===== config.mk =====
export PLATFORM = sky130hd
export DESIGN_NAME = normalize_sequencer
export DESIGN_NICKNAME = d
export VERILOG_FILES = /design/src/rtl/norm_pkg.sv /design/src/rtl/frame_minmax.sv /design/src/rtl/normalize_sequencer.sv
export SDC_FILE = /design/constraint.sdc
export NUM_CORES = 1
export LEC_CHECK = 0
export BUFFER_PORTS_ARGS = -buffer_cell sky130_fd_sc_hd__buf_4
export CAP_MARGIN = 40
export CORE_MARGIN = 1
export CORE_UTILIZATION = 30
export DETAILED_ROUTE_END_ITERATION = 10
export HOLD_SLACK_MARGIN = 0.06
export SLEW_MARGIN = 20
export SYNTH_ARGS = -nofsm -noshare
export SYNTH_HDL_FRONTEND = slang
export SYNTH_SLANG_ARGS = --single-unit

===== constraint.sdc =====
create_clock -name i_clk -period 12.51 [get_ports i_clk]
set_input_delay 1.8765 -clock i_clk [delete_from_list [all_inputs] [get_ports i_clk]]
set_output_delay 1.8765 -clock i_clk [all_outputs]
set_load 0.02 [all_outputs]

===== src/rtl/norm_pkg.sv =====
// Shared types and default sizes for the frame normalisation path
// (sequencer, min/max scanner and the data_normalizer instance).
package norm_pkg;

  localparam int DEF_DATAW    = 16;
  localparam int DEF_MAX_ADDR = 63;

  typedef enum logic [2:0] {
    S_IDLE,
    S_SCAN,
    S_DRAIN,
    S_START,
    S_NORM,
    S_DONE
  } t_seq_states;

  typedef struct packed {
    logic signed [DEF_DATAW-1:0] min;
    logic        [DEF_DATAW-1:0] range;
  } t_norm_cfg;

endpackage


===== src/rtl/frame_minmax.sv =====
// Streaming signed min/max tracker. o_min/o_max already include the word
// presented this cycle, so the consumer can latch the result alongside o_done.
module frame_minmax
  import norm_pkg::*;
#(
  parameter int DATAW = DEF_DATAW
) (
  input  logic                    i_clk,
  input  logic                    i_valid,
  input  logic                    i_first,
  input  logic                    i_last,
  input  logic signed [DATAW-1:0] i_data,
  output logic signed [DATAW-1:0] o_min,
  output logic signed [DATAW-1:0] o_max,
  output logic                    o_done
);

  logic signed [DATAW-1:0] r_min_p1;
  logic signed [DATAW-1:0] r_max_p1;

  always_comb begin
    o_min = r_min_p1;
    o_max = r_max_p1;
    if (i_valid) begin
      if (i_first || (i_data < r_min_p1)) o_min = i_data;
      if (i_first || (i_data > r_max_p1)) o_max = i_data;
    end
  end

  assign o_done = i_valid & i_last;

  // p1: running extremes; the first word of a frame overwrites both
  always_ff @(posedge i_clk) begin
    r_min_p1 <= o_min;
    r_max_p1 <= o_max;
  end

endmodule


===== src/rtl/normalize_sequencer.sv =====
// Frame controller: scans frame memory for signed min/max, then starts the
// normalizer and hands it the single memory read port until the frame is written.
module normalize_sequencer
  import norm_pkg::*;
#(
  parameter int DATAW    = DEF_DATAW,
  parameter int MAX_ADDR = DEF_MAX_ADDR,
  parameter int ADDRW    = $clog2(MAX_ADDR + 1),
  parameter int TIMEOUT  = 1024
) (
  input  logic                    i_clk,
  input  logic                    i_rst,
  input  logic                    i_frame_ready,
  output logic                    o_busy,
  output logic                    o_frame_done,
  output logic                    o_mem_rd_valid,
  output logic [ADDRW-1:0]        o_mem_rd_addr,
  input  logic signed [DATAW-1:0] i_mem_rd_data,
  output logic                    o_norm_start,
  output logic [DATAW-1:0]        o_norm_min,
  output logic [DATAW-1:0]        o_norm_range,
  input  logic                    i_norm_rd_valid,
  input  logic [ADDRW-1:0]        i_norm_rd_addr,
  output logic [DATAW-1:0]        o_norm_rd_data,
  input  logic                    i_norm_wr_valid,
  input  logic [ADDRW-1:0]        i_norm_wr_addr,
  output logic [7:0]              o_drop_count,
  output logic                    o_err_timeout,
  output logic                    o_err_conflict
);

  localparam int               CNTW      = $clog2(TIMEOUT + 1);
  localparam logic [ADDRW-1:0] LAST_ADDR = ADDRW'(MAX_ADDR);
  localparam logic [CNTW-1:0]  TMO_LAST  = CNTW'(TIMEOUT - 1);

  // The widened difference is an unsigned magnitude; clamp anything past DATAW bits.
  function automatic logic [DATAW-1:0] sat_range(input logic [DATAW:0] diff);
    if (diff[DATAW]) return '1;
    return diff[DATAW-1:0];
  endfunction

  t_seq_states             r_state;
  t_seq_states             w_state_nxt;
  logic [ADDRW-1:0]        r_scan_addr;
  logic                    r_vld_p1;
  logic                    r_first_p1;
  logic                    r_last_p1;
  logic [CNTW-1:0]         r_tmo_cnt;
  logic signed [DATAW-1:0] r_norm_min;
  logic [DATAW-1:0]        r_norm_range;
  logic [7:0]              r_drop_cnt;
  logic                    r_err_tmo;
  logic                    r_err_conf;

  logic signed [DATAW-1:0] w_mm_min;
  logic signed [DATAW-1:0] w_mm_max;
  logic                    w_mm_done;
  logic [DATAW:0]          w_diff;
  logic                    w_last_wr;
  logic                    w_tmo_hit;

  frame_minmax #(
    .DATAW (DATAW)
  ) u_minmax (
    .i_clk   (i_clk),
    .i_valid (r_vld_p1),
    .i_first (r_first_p1),
    .i_last  (r_last_p1),
    .i_data  (i_mem_rd_data),
    .o_min   (w_mm_min),
    .o_max   (w_mm_max),
    .o_done  (w_mm_done)
  );

  assign w_diff    = {w_mm_max[DATAW-1], w_mm_max} - {w_mm_min[DATAW-1], w_mm_min};
  assign w_last_wr = i_norm_wr_valid && (i_norm_wr_addr == LAST_ADDR);
  assign w_tmo_hit = (r_state == S_NORM) && !w_last_wr && (r_tmo_cnt == TMO_LAST);

  always_comb begin
    w_state_nxt    = r_state;
    o_mem_rd_valid = 1'b0;
    o_mem_rd_addr  = '0;
    case (r_state)
      S_IDLE:  if (i_frame_ready) w_state_nxt = S_SCAN;
      S_SCAN: begin
        o_mem_rd_valid = 1'b1;
        o_mem_rd_addr  = r_scan_addr;
        if (r_scan_addr == LAST_ADDR) w_state_nxt = S_DRAIN;
      end
      S_DRAIN: w_state_nxt = S_START;
      S_START: w_state_nxt = S_NORM;
      S_NORM: begin
        o_mem_rd_valid = i_norm_rd_valid;
        o_mem_rd_addr  = i_norm_rd_addr;
        if (w_last_wr)      w_state_nxt = S_DONE;
        else if (w_tmo_hit) w_state_nxt = S_IDLE;
      end
      S_DONE:  w_state_nxt = S_IDLE;
      default: w_state_nxt = S_IDLE;
    endcase
  end

  assign o_busy         = (r_state != S_IDLE);
  assign o_norm_start   = (r_state == S_START);
  assign o_frame_done   = (r_state == S_DONE);
  assign o_norm_rd_data = i_mem_rd_data;
  assign o_norm_min     = r_norm_min;
  assign o_norm_range   = r_norm_range;
  assign o_drop_count   = r_drop_cnt;
  assign o_err_timeout  = r_err_tmo;
  assign o_err_conflict = r_err_conf;

  always_ff @(posedge i_clk or posedge i_rst) begin
    if (i_rst) begin
      r_state     <= S_IDLE;
      r_scan_addr <= '0;
      r_vld_p1    <= 1'b0;
      r_first_p1  <= 1'b0;
      r_last_p1   <= 1'b0;
      r_tmo_cnt   <= '0;
      r_drop_cnt  <= '0;
      r_err_tmo   <= 1'b0;
      r_err_conf  <= 1'b0;
    end else begin
      r_state     <= w_state_nxt;
      r_scan_addr <= ((r_state == S_SCAN) && (r_scan_addr != LAST_ADDR))
                     ? r_scan_addr + ADDRW'(1) : '0;
      // p1: tags the read data returning one cycle after each scan request
      r_vld_p1    <= (r_state == S_SCAN);
      r_first_p1  <= (r_state == S_SCAN) && (r_scan_addr == '0);
      r_last_p1   <= (r_state == S_SCAN) && (r_scan_addr == LAST_ADDR);
      if (r_state == S_START)     r_tmo_cnt <= '0;
      else if (r_state == S_NORM) r_tmo_cnt <= r_tmo_cnt + CNTW'(1);
      if (i_frame_ready && (r_state != S_IDLE) && (r_drop_cnt != 8'hFF))
        r_drop_cnt <= r_drop_cnt + 8'd1;
      if (w_tmo_hit) r_err_tmo <= 1'b1;
      // The normalizer may pre-assert its first read while start is pulsing
      if (i_norm_rd_valid && (r_state != S_NORM) && (r_state != S_START))
        r_err_conf <= 1'b1;
    end
  end

  always_ff @(posedge i_clk or posedge i_rst) begin
    if (i_rst) begin
      r_norm_min   <= '0;
      r_norm_range <= '0;
    end else if ((r_state == S_DRAIN) && w_mm_done) begin
      r_norm_min   <= w_mm_min;
      r_norm_range <= sat_range(w_diff);
    end
  end

endmodule


* Yosys cells after proc, flatten, opt, wreduce, memory -nomap -nowiden *
Cells that the tools add are included.

storage, ports and cells
  register bits after elaboration = 97
  word-level logic and storage cells = 72
  output and inout port bits = 68

operators by class
  equality and inequality tests = 15
  reductions and logical operators = 19
  $add $sub $neg = 4
  mux-type cells = 18
  bitwise gates (word level) = 1
  order comparisons = 2

operators with widths
  kind                   count
  $mux 16                6
  $mux 11                2
  $sub 16x16->17         1
  $gt 16x16->1           1
  $lt 16x16->1           1
  $pmux 3 s5             1
  $eq 6x6->1 const B     2
  $mux 3                 4
  $pmux 6 s2             1
  $add 11x1->11 const B  1
  $eq 11x10->1 const B   1
  $logic_and 1x1->1      11
  $add 8x1->8 const B    1
  $ne 8x8->1 const B     1
  $add 6x1->6 const B    1
  $eq 3x2->1 const B     2
  $eq 3x3->1 const B     2
  $logic_not 6->1        1
  $mux 6                 1
  $ne 3x3->1 const B     2
  $ne 6x6->1 const B     1
  $ne 2x2->1 const B     2
  $eq 3x1->1 const B     1
  $logic_not 3->1        1
  9 further kinds        11

* Depth between registers and ports, before layout *
Gate-level depths: netlist (run 1).

  word-level depth = 8
  gate-level depth with buffers = 24
  mapped depth without buffers = 21

* Modules after synthesis *
Synthesis (run 1) repeated with hierarchy kept, for this count alone.

second synthesis, totals
  cells, all modules = 587
  area total of the unflattened synthesis = 5,756.8 µm²

by module, submodules not included
  module               seq. area each (µm²)  area an instance (µm²)  instances  cells each
  normalize_sequencer  1,626.6               3,782.4                 1          403
  frame_minmax         640.6                 1,974.4                 1          184

* Worst setup path before layout (run 1) *
OpenSTA, ideal clock, no wires.

  path kind = input to register
  start point = input port i_mem_rd_data[5]
  end point = register r_norm_range[15], in the netlist o_norm_range[15]
  buffers on the path = 2
  cell stages on the path = 21
  setup slack = 5.851 ns
  data required time = 12.384 ns
  arrival time = 6.532 ns
  cell sequence = ha_1 a211oi_2 o21ai_1 or4_1 a221o_1 o311a_1 buf_6 clkbuf_1 a21oi_1 inv_1 ha_1 nor2b_1 o31a_1 o31a_1 o41a_1 nor3b_1 a41o_1 o31ai_2 o21ai_2 mux2i_1 o32a_1

between the ends
  cells in the longest elaborated chain, start to end = 8

ends and longest elaborated chain
  element                 RTL line                    RTL
  start: declaration      normalize_sequencer.sv:18   input logic signed [DATAW-1:0] i_mem_rd_data,
  $gt 16x16->1 (*)        frame_minmax.sv:26          if (i_first || (i_data > r_max_p1)) o_max = i_data;
  $logic_or 1x1->1 (*)    frame_minmax.sv:26
  $mux 16 (*)             frame_minmax.sv:26
  $mux 16 (*)             frame_minmax.sv:24          if (i_valid) begin
  net u_minmax.o_max[1]   frame_minmax.sv:14          output logic signed [DATAW-1:0] o_max,
  $sub 16x16->17 (*)      normalize_sequencer.sv:75   assign w_diff = {w_mm_max[DATAW-1], w_mm_max} - {w_mm_min[DATAW-1], w_mm_min};
  $mux 1                  normalize_sequencer.sv:38   if (diff[DATAW]) return '1;
  $mux 1                  normalize_sequencer.sv:147  end else if ((r_state == S_DRAIN) && w_mm_done) begin
  $mux 16 (*)             normalize_sequencer.sv:39   return diff[DATAW-1:0];
  end signal: assignment  normalize_sequencer.sv:149  r_norm_range <= sat_range(w_diff);
  end: declaration        normalize_sequencer.sv:50   logic [DATAW-1:0] r_norm_range;

Mark *: on every way through the listed nets, which the timed path passes. The rest lies on a longest branch. The select of a mux whose other input is x is not followed.
A chain may end at the register's enable or synchronous reset.

* Final worst setup path (run 1) *
Same ends and word-level chain as after synthesis.

==> results of run 1 <==
## layer usage
layer	GRT usage [%]	up-vias	wire length [um]
met5	0	-	0
met4	5.03	0	168
met3	3.83	9	690
met2	22.3	90	5790
met1	18.7	1944	6310
li1	-	2252	-
## area by class of cell
type                            count  share of cell area (%)
Clock buffer                       10                    3.36
Multi-Input combinational cell    403                    42.3
Tap cell                          229                    4.20
Sequential cell                    97                    33.3
Inverter                           64                    3.52
Timing Repair Buffer              108                    12.3
Clock inverter                      6                    1.01
## state kept, by name, indices dropped and copies added (netlist names)
| signal | flops |
|---|---|
| o_err_conflict | 1 |
| r_first_p1 | 1 |
| o_drop_count | 8 |
| r_tmo_cnt | 11 |
| r_state | 3 |
| r_vld_p1 | 1 |
| o_norm_range | 16 |
| r_scan_addr | 6 |
| u_minmax.r_max_p1 | 16 |
| u_minmax.r_min_p1 | 16 |
| o_norm_min | 16 |
| r_last_p1 | 1 |
| o_err_timeout | 1 |
## through the flow
| step | instances | hold slack [ps] |
|---|---|---|
| finish | 917 | 472 |
| global route | 917 | 502 |
| CTS | 917 | 472 |
| detailed placement | 901 | 446 |
| global placement | 898 | 446 |
| floorplan | 597 | 449 |
## worst min-delay path by stage
stage / to / slack (ps)
after floorplan: r_tmo_cnt[10] / 450
after global placement: o_err_timeout / 450
after detailed placement: o_err_timeout / 450
after CTS: o_err_timeout / 470
after global routing: o_err_conflict / 500
final: o_err_timeout / 470
## where the power goes
part | internal, W | total [W] | switching, W
clock | 0.000155 | 0.000279 | 0.000124
sequential | 0.000390 | 0.000450 | 0.0000594
combinational | 0.000451 | 0.00103 | 0.000583
## cells in the final DEF (no fill, tap or decap), drive strengths merged, types with 5 or more instances in the layout
| cell | synthesis | routed |
|---|---|---|
| buf | 19 | 108 |
| dfrtp | 65 | 65 |
| inv | 63 | 63 |
| nand2 | 56 | 56 |
| ha | 50 | 50 |
| o21ai | 44 | 44 |
| nor2 | 40 | 40 |
| dfxtp | 32 | 32 |
| a21oi | 21 | 21 |
| mux2i | 18 | 18 |
| nand3 | 14 | 14 |
| xnor2 | 13 | 13 |
| mux2 | 13 | 13 |
| o22a | 11 | 11 |
| nand4 | 11 | 11 |
| clkbuf | 14 | 10 |
| xor2 | 9 | 9 |
| nor2b | 7 | 7 |
| o211ai | 7 | 7 |
| o21a | 6 | 6 |
| and3 | 6 | 6 |
| a21o | 6 | 6 |
| nor3 | 5 | 5 |
| a22o | 5 | 5 |
| a211oi | 5 | 5 |
## kinds of logic after synthesis
logic type / count (synthesis) / share of synthesized area (%)
flip-flops: 97 / 40.5
XOR/XNOR: 22 / 3.45
multiplexers: 31 / 5.91
AO/OA/AOI/OAI: 137 / 17.0
adder cells (fa/ha/maj): 51 / 11.5
AND/OR/NAND/NOR: 162 / 13.7
buffers and inverters: 97 / 7.85
==> impl_results.rst, run 1 <==
.. list-table::
   :header-rows: 1

   * - Metric
     - Value
   * - Status
     - finished, violations left
   * - Violations in the final reports
     - DRC
   * - Routability congestion estimate from global placement
     - around 0.81
   * - Area taken by flip-flops and latches
     - ~0.0023 sq mm
   * - Netlist cell types
     - 64
   * - Final clock period utilization by the worst path
     - about 54%
   * - Clock edge transition at the registers on the reported setup and hold paths
     - ~70 ps
   * - Layout filler cell count
     - between 1500 and 2000
   * - Die span in y
     - 139 um
   * - Maximum number of pins on one net before global-route repair
     - between 50 and 60
   * - TritonCTS Buffers
     - 9
   * - Kind of capture point of the worst setup path
     - flip-flop
   * - Top cell types by occurrence after synthesis
     - dfrtp_1, inv_1, nand2_1
   * - Cts hold-fix bufs
     - 0
   * - #FFs+latches synth
     - 97
   * - RSZ-0062 raised after global routing
     - no
   * - Worst vdd rail ir drop
     - 111 uV
   * - H-tree depth
     - 3
   * - Most frequent cell after synthesis
     - dfrtp_1
   * - Mean instance size in the synthesized netlist
     - 9.37 sq um
   * - Area added between synthesis and finish
     - 21.9%
   * - Setup slack of the critical path after layout
     - approximately 5800 ps
   * - RR Startpoint
     - u_minmax.r_max_p1[5]
   * - Final wirelength
     - between 10000 and 15000 um
   * - Cell breakdown of the critical path
     - buf_4 -> ha_1 -> a211oi_2 -> o21ai_1 -> or4_1 -> a221o_1 -> o311a_1 -> buf_8 -> a21oi_1 -> inv_1 -> ha_1 -> nor2b_1 -> o31a_1 -> o31a_1 -> o41a_1 -> nor3b_1 -> a41o_1 -> o31ai_2 -> o21ai_2 -> mux2i_1 -> o32a_1
   * - DR pass1 iterations
     - 7
   * - Post-CTS Setup Inserts
     - 0
   * - Non-Filler Cell Area, Final
     - slightly below 0.007 sq mm
   * - Post-synthesis cell area
     - approximately 0.0056 sq mm
   * - Top FF cell, synth
     - dfrtp_1
   * - Setup crit start kind
     - primary input
   * - Post-Route Skew
     - between 9 and 10 ps
   * - Placed instance area
     - ~0.0065 sq mm
   * - Top fanout value on the critical path
     - 13
   * - Final-report setup violation count
     - 0
   * - Wire length of the first global-routing pass
     - 21300 um
   * - FF-to-FF End
     - o_norm_range[15]
   * - Core region area
     - about 0.018 sq mm
   * - Startpoint of the lowest-slack hold path
     - o_err_timeout
   * - Chip Width
     - between 100 and 150 um
   * - Crit path from
     - i_mem_rd_data[5]
   * - Timing-limited maximum frequency
     - 0.149 GHz
   * - Total power
     - 0.00176 W
   * - Slew at the pin with the worst max-slew slack
     - between 600 and 700 ps
   * - Antenna-violating nets left
     - 0
   * - Pwr Density
     - between 200 and 300 mW/mm^2
   * - FFs w/ async S/R, synth
     - about two thirds
   * - Routed via count
     - 4295
   * - Aggregate global routing overflow
     - 0
   * - Cell type of the slowest stage on the worst timing path
     - or4_1
   * - Number of synthesized flops with an enable pin
     - 0
   * - Fraction of layout cells with a size suffix above 1
     - between 20% and 30%
   * - Combined area of the multi-input logic cells
     - ~0.0029 sq mm
   * - Depth of the critical timing path with buffers and inverters included
     - 21
   * - Initial antenna violation count
     - 0
   * - Remaining routing DRC violations
     - 12
   * - Vias in the first global route
     - roughly 4100
   * - Clock tree from TritonCTS
     - done
   * - Net count of the mapped netlist
     - slightly below 700
   * - Synth top area cells
     - dfrtp_1, dfxtp_1, ha_1
   * - Reported leakage power
     - approximately 3.4 nW
   * - CTS sink cnt
     - 97
   * - Number of I/O pins
     - about 100
   * - Dominant cell type by area after synthesis
     - dfrtp_1
   * - Critical Path Max Stage Delay
     - around 500 ps
   * - # diodes
     - 0
   * - Top Family by Delay on Critical Path
     - compound AO/OA/AOI/OAI gates
   * - Number of nets at the end of the flow
     - between 700 and 800
   * - Global-route usage over all layers
     - approximately 14%
   * - Startpoint-to-endpoint class of the critical path
     - primary input to flip-flop
   * - Post_cts resized
     - 0
   * - Starting Density
     - between 30% and 40%
   * - CTS Buffer Depth
     - 2
   * - Share of the yosys chip area belonging to registers
     - around two fifths
   * - Count of buffering cells on the critical path with inverters included
     - 3
   * - Data arrival, critical path
     - approximately 7000 ps
   * - Area enclosed by the die boundary
     - 0.0192 sq mm
   * - Clock tree root buffer cell
     - clkbuf_16
   * - Gate count after technology mapping
     - approximately 600
   * - Via density per instance
     - about 4.7
   * - First-iteration detailed-routing DRC count
     - ~200
   * - Worst r2r path cells
     - 21
   * - Max capacitance violation total
     - 0
   * - Ys Warns
     - 0
   * - Area fraction of the dominant cell type after synthesis
     - 29.1%
   * - Input/output buffers
     - 100
   * - Utilization of the core after routing
     - between 30% and 40%
   * - Worst-case headroom to the max-slew limit
     - a little under three fifths
   * - Count of endpoints failing hold in the final timing report
     - 0
   * - Worst-Skew Late Latency
     - between 300 and 400 ps
   * - Max-slew violations
     - 0
   * - Minimum period implied by the final worst setup slack
     - between 6000 and 7000 ps
   * - Count of cells along the worst hold path
     - 1
   * - Post-DP HPWL
     - ~10000 um
   * - Final setup TNS
     - 0 ps
   * - Required time at the endpoint of the critical path
     - ~13000 ps
   * - Detailed-route wire length per cell
     - 14.1 um
   * - Worst setup slack for register-to-register paths
     - 7090 ps
   * - Standard-cell rows
     - around 50
   * - Post-Place Worst Slack
     - ~5400 ps
   * - Last element of the critical path
     - o_norm_range[15]
   * - Class of the most critical hold timing path
     - flip-flop to flip-flop
Note: power is estimated with default switching activity, not from simulation.
==> inputs of run 2 (changes only) <==
==> constraint.sdc (replaced) <==
create_clock -name i_clk -period 6.3 [get_ports i_clk]
set_input_delay 0.945 -clock i_clk [delete_from_list [all_inputs] [get_ports i_clk]]
set_output_delay 0.945 -clock i_clk [all_outputs]
set_load 0.02 [all_outputs]
==> run 2 against run 1 <==
Net effect: the flow still finishes with violations (DRC); core utilization hardly changed; sequential share of layout area hardly changed; sequential power is 98% higher; final cell count stayed put; via count is 3.0% higher; clock power is 120% higher; sequential cell count stayed put; global-route usage is 0.47 points higher; routed wire length is 3.4% higher; register-to-register slack worse by 6100 ps; first-iteration DRC count is 27% lower; final area is 0.13% higher.
==> impl_results.rst, run 2 (synthesis results as in run 1) <==
.. list-table::
   :header-rows: 1

   * - Metric
     - Value
   * - Minimum period implied by the final worst setup slack
     - between 5000 and 6000 ps
   * - Clock power frac
     - 16.9% (+1.1 points)
   * - Violations in the final reports
     - DRC
   * - Number of nets at the end of the flow
     - 767 (unchanged)
   * - Worst-case headroom to the max-slew limit
     - 49.6% (-7.3 points)
   * - Timing-limited maximum frequency
     - roughly 0.18 GHz
   * - Vias in the first global route
     - 4298 (+5.4%)
   * - Comb pwr share
     - 58.0% (-0.7 points)
   * - Combined area of the multi-input logic cells
     - 0.00289 sq mm (unchanged)
   * - Worst vdd rail ir drop
     - 235 uV (+110%)
   * - DR pass1 iterations
     - 7 (unchanged)
   * - RSZ-0062 raised after global routing
     - no
   * - Clock edge transition at the registers on the reported setup and hold paths
     - 70 ps (about the same)
   * - Post-Route Skew
     - 7.29 ps (-2.07 ps)
   * - Layout filler cell count
     - 1876 (+0.54%)
   * - First-iteration detailed-routing DRC count
     - 148 (-27%)
   * - Pwr Density
     - 521 mW/mm^2 (+100%)
   * - Setup crit start kind
     - primary input
   * - Data arrival, critical path
     - 5880 ps (-1070 ps)
   * - Cell type of the slowest stage on the worst timing path
     - or4_1
   * - Kind of capture point of the worst setup path
     - flip-flop
   * - Net switching fraction of the power
     - 42.8% (-0.66 points)
   * - CTS Buffer Depth
     - 2 (unchanged)
   * - Cts hold-fix bufs
     - 0 (unchanged)
   * - Die span in y
     - 139 um (unchanged)
   * - Area taken by flip-flops and latches
     - 0.00227 sq mm (unchanged)
   * - Routed via count
     - 4425 (+3.0%)
   * - Post-DP HPWL
     - 10300 um (+2.7%)
   * - CTS sink cnt
     - 97 (unchanged)
   * - Cell breakdown of the critical path
     - buf_4 -> ha_1 -> a211oi_2 -> o21ai_1 -> or4_1 -> a221o_1 -> o311ai_1 -> buf_4 -> nand2_1 -> a21boi_0 -> ha_1 -> fa_1 -> nor2b_1 -> o21ai_0 -> a21boi_0 -> o21ai_0 -> a21oi_1 -> o211a_1 -> a221oi_4 -> o211ai_2 -> nand2_2 -> o32a_1
   * - Most used cells in the layout excluding fill and tap cells
     - buf_4, dfrtp_1, inv_1
   * - Global-route usage over all layers
     - 14.7% (+0.47 points)
   * - Most common cell after layout, fill and taps aside
     - buf_4
   * - Final clock period utilization by the worst path
     - 89.7%
   * - Chip Width
     - 139 um (unchanged)
   * - Worst-Skew Late Latency
     - 350 ps (about the same)
   * - Number of placed instances with taps included
     - 901 (unchanged)
   * - Setup slack of the critical path after layout
     - 648 ps (-5140 ps)
   * - Initial antenna violation count
     - 0 (unchanged)
   * - Remaining routing DRC violations
     - 12 (unchanged)
   * - Starting Density
     - 30.8% (unchanged)
   * - Critical Path Max Stage Delay
     - 500 ps (about the same)
   * - Post_cts resized
     - 0 (unchanged)
   * - Aggregate global routing overflow
     - 0 (unchanged)
   * - P_int
     - 0.00203 W (+100%)
   * - Routability congestion estimate from global placement
     - 0.822 (+1.5%)
   * - Max capacitance violation total
     - 0 (unchanged)
   * - Number of standard cells in the final layout excluding fillers
     - 917 (unchanged)
   * - Post-Place Worst Slack
     - 300 ps (-5130 ps)
   * - Area enclosed by the die boundary
     - 0.0192 sq mm (unchanged)
   * - Count of endpoints failing hold in the final timing report
     - 0 (unchanged)
   * - Core region area
     - 0.0181 sq mm (unchanged)
   * - Slew at the pin with the worst max-slew slack
     - 753 ps (+106 ps)
   * - Clock tree from TritonCTS
     - done
   * - # diodes
     - 0 (unchanged)
   * - Input/output buffers
     - 100 (unchanged)
   * - NetSw
     - 0.00152 W (+99%)
   * - Reg power frac
     - 25.1% (-0.4 points)
   * - Non-Filler Cell Area, Final
     - 0.00683 sq mm (+0.13%)
   * - Area added between synthesis and finish
     - 22.0%
   * - Number of I/O pins
     - 101 (unchanged)
   * - H-tree depth
     - 3 (unchanged)
   * - Top fanout value on the critical path
     - 13 (unchanged)
   * - Placed instance area
     - 0.00650 sq mm (-0.23%)
   * - Via density per instance
     - 4.83 (+3.0%)
   * - Max-slew violations
     - 0 (unchanged)
   * - Clock tree root buffer cell
     - clkbuf_16
   * - Post-CTS Setup Inserts
     - 0 (unchanged)
   * - Final wirelength
     - 13400 um (+3.4%)
   * - Startpoint-to-endpoint class of the critical path
     - primary input to flip-flop
   * - Status
     - finished, violations left
   * - Antenna-violating nets left
     - 0 (unchanged)
   * - Detailed-route wire length per cell
     - 14.6 um (+3.4%)
   * - Maximum number of pins on one net before global-route repair
     - 41 (-23%)
   * - Standard-cell rows
     - 49 (unchanged)
   * - TritonCTS Buffers
     - 9 (unchanged)
   * - Final-report setup violation count
     - 0 (unchanged)
   * - Class of the most critical hold timing path
     - flip-flop to flip-flop
   * - Reported leakage power
     - 3.39 nW (+0.71%)
   * - Final setup TNS
     - 0 ps (unchanged)
   * - Required time at the endpoint of the critical path
     - 6530 ps (-6210 ps)
   * - Utilization of the core after routing
     - 37.6% (+0.048 points)
   * - Fraction of layout cells with a size suffix above 1
     - 21.5% (unchanged)
   * - Wire length of the first global-routing pass
     - 22200 um (+4.1%)
## run 2: worst max-delay path, delay by kind of cell
family                     cells  cell delay, ps
AOI/OAI and AO/OA             13            2710
adders and majority gates      3             990
buffers and inverters          2             340
and+or+nand+nor                4             890
## run 2: cell type report
type	count	share of cell area [%]
clock buffers	11	3.56
clock inverters	5	1.15
inverters	64	3.52
multi-input cells	403	42.3
flip-flops and latches	97	33.2
well taps	229	4.20
repair buffers	108	12.1
## run 2: path summary, 6_finish.rpt
check                                     start               end  slack (ps)  cells after the start
min                              o_err_conflict    o_err_conflict         470                      1
max in group asynchronous                 i_rst    o_norm_min[11]        5070                      4
max                            i_mem_rd_data[5]  o_norm_range[15]         650                     22
min in group asynchronous                 i_rst   o_drop_count[4]         670                      3
min reg2reg                      o_err_conflict    o_err_conflict         470                      1
max reg2reg                u_minmax.r_max_p1[5]  o_norm_range[15]        1030                     22
## run 2: metrics by stage
stage          hold WS, ps  total power [W]
6_report               466          0.00356
5_1_grt                488          0.00390
4_1_cts                472          0.00358
3_5_place_dp           451          0.00296
3_3_place_gp           448          0.00295
2_1_floorplan          449          0.00245
## run 2: power groups by stage
stage	sequential (W)	clock [W]	combinational, W
final	0.000893	0.000600	0.00206
after detailed placement	0.000903	0	0.00206
after CTS	0.000892	0.000619	0.00207
after global placement	0.000898	0	0.00205
after floorplan	0.000881	0	0.00157
after global routing	0.000915	0.000646	0.00234
## run 2: routing by layer
| metal | vias to the layer above | GRT usage, % | part of all wire (%) |
|---|---|---|---|
| met2 | 118 | 23.7 | 46 |
| met5 | - | 0 | 0 |
| met1 | 2049 | 19.0 | 47 |
| met3 | 9 | 4.18 | 6.2 |
| met4 | 0 | 4.38 | 1.1 |
| li1 | 2249 | - | - |
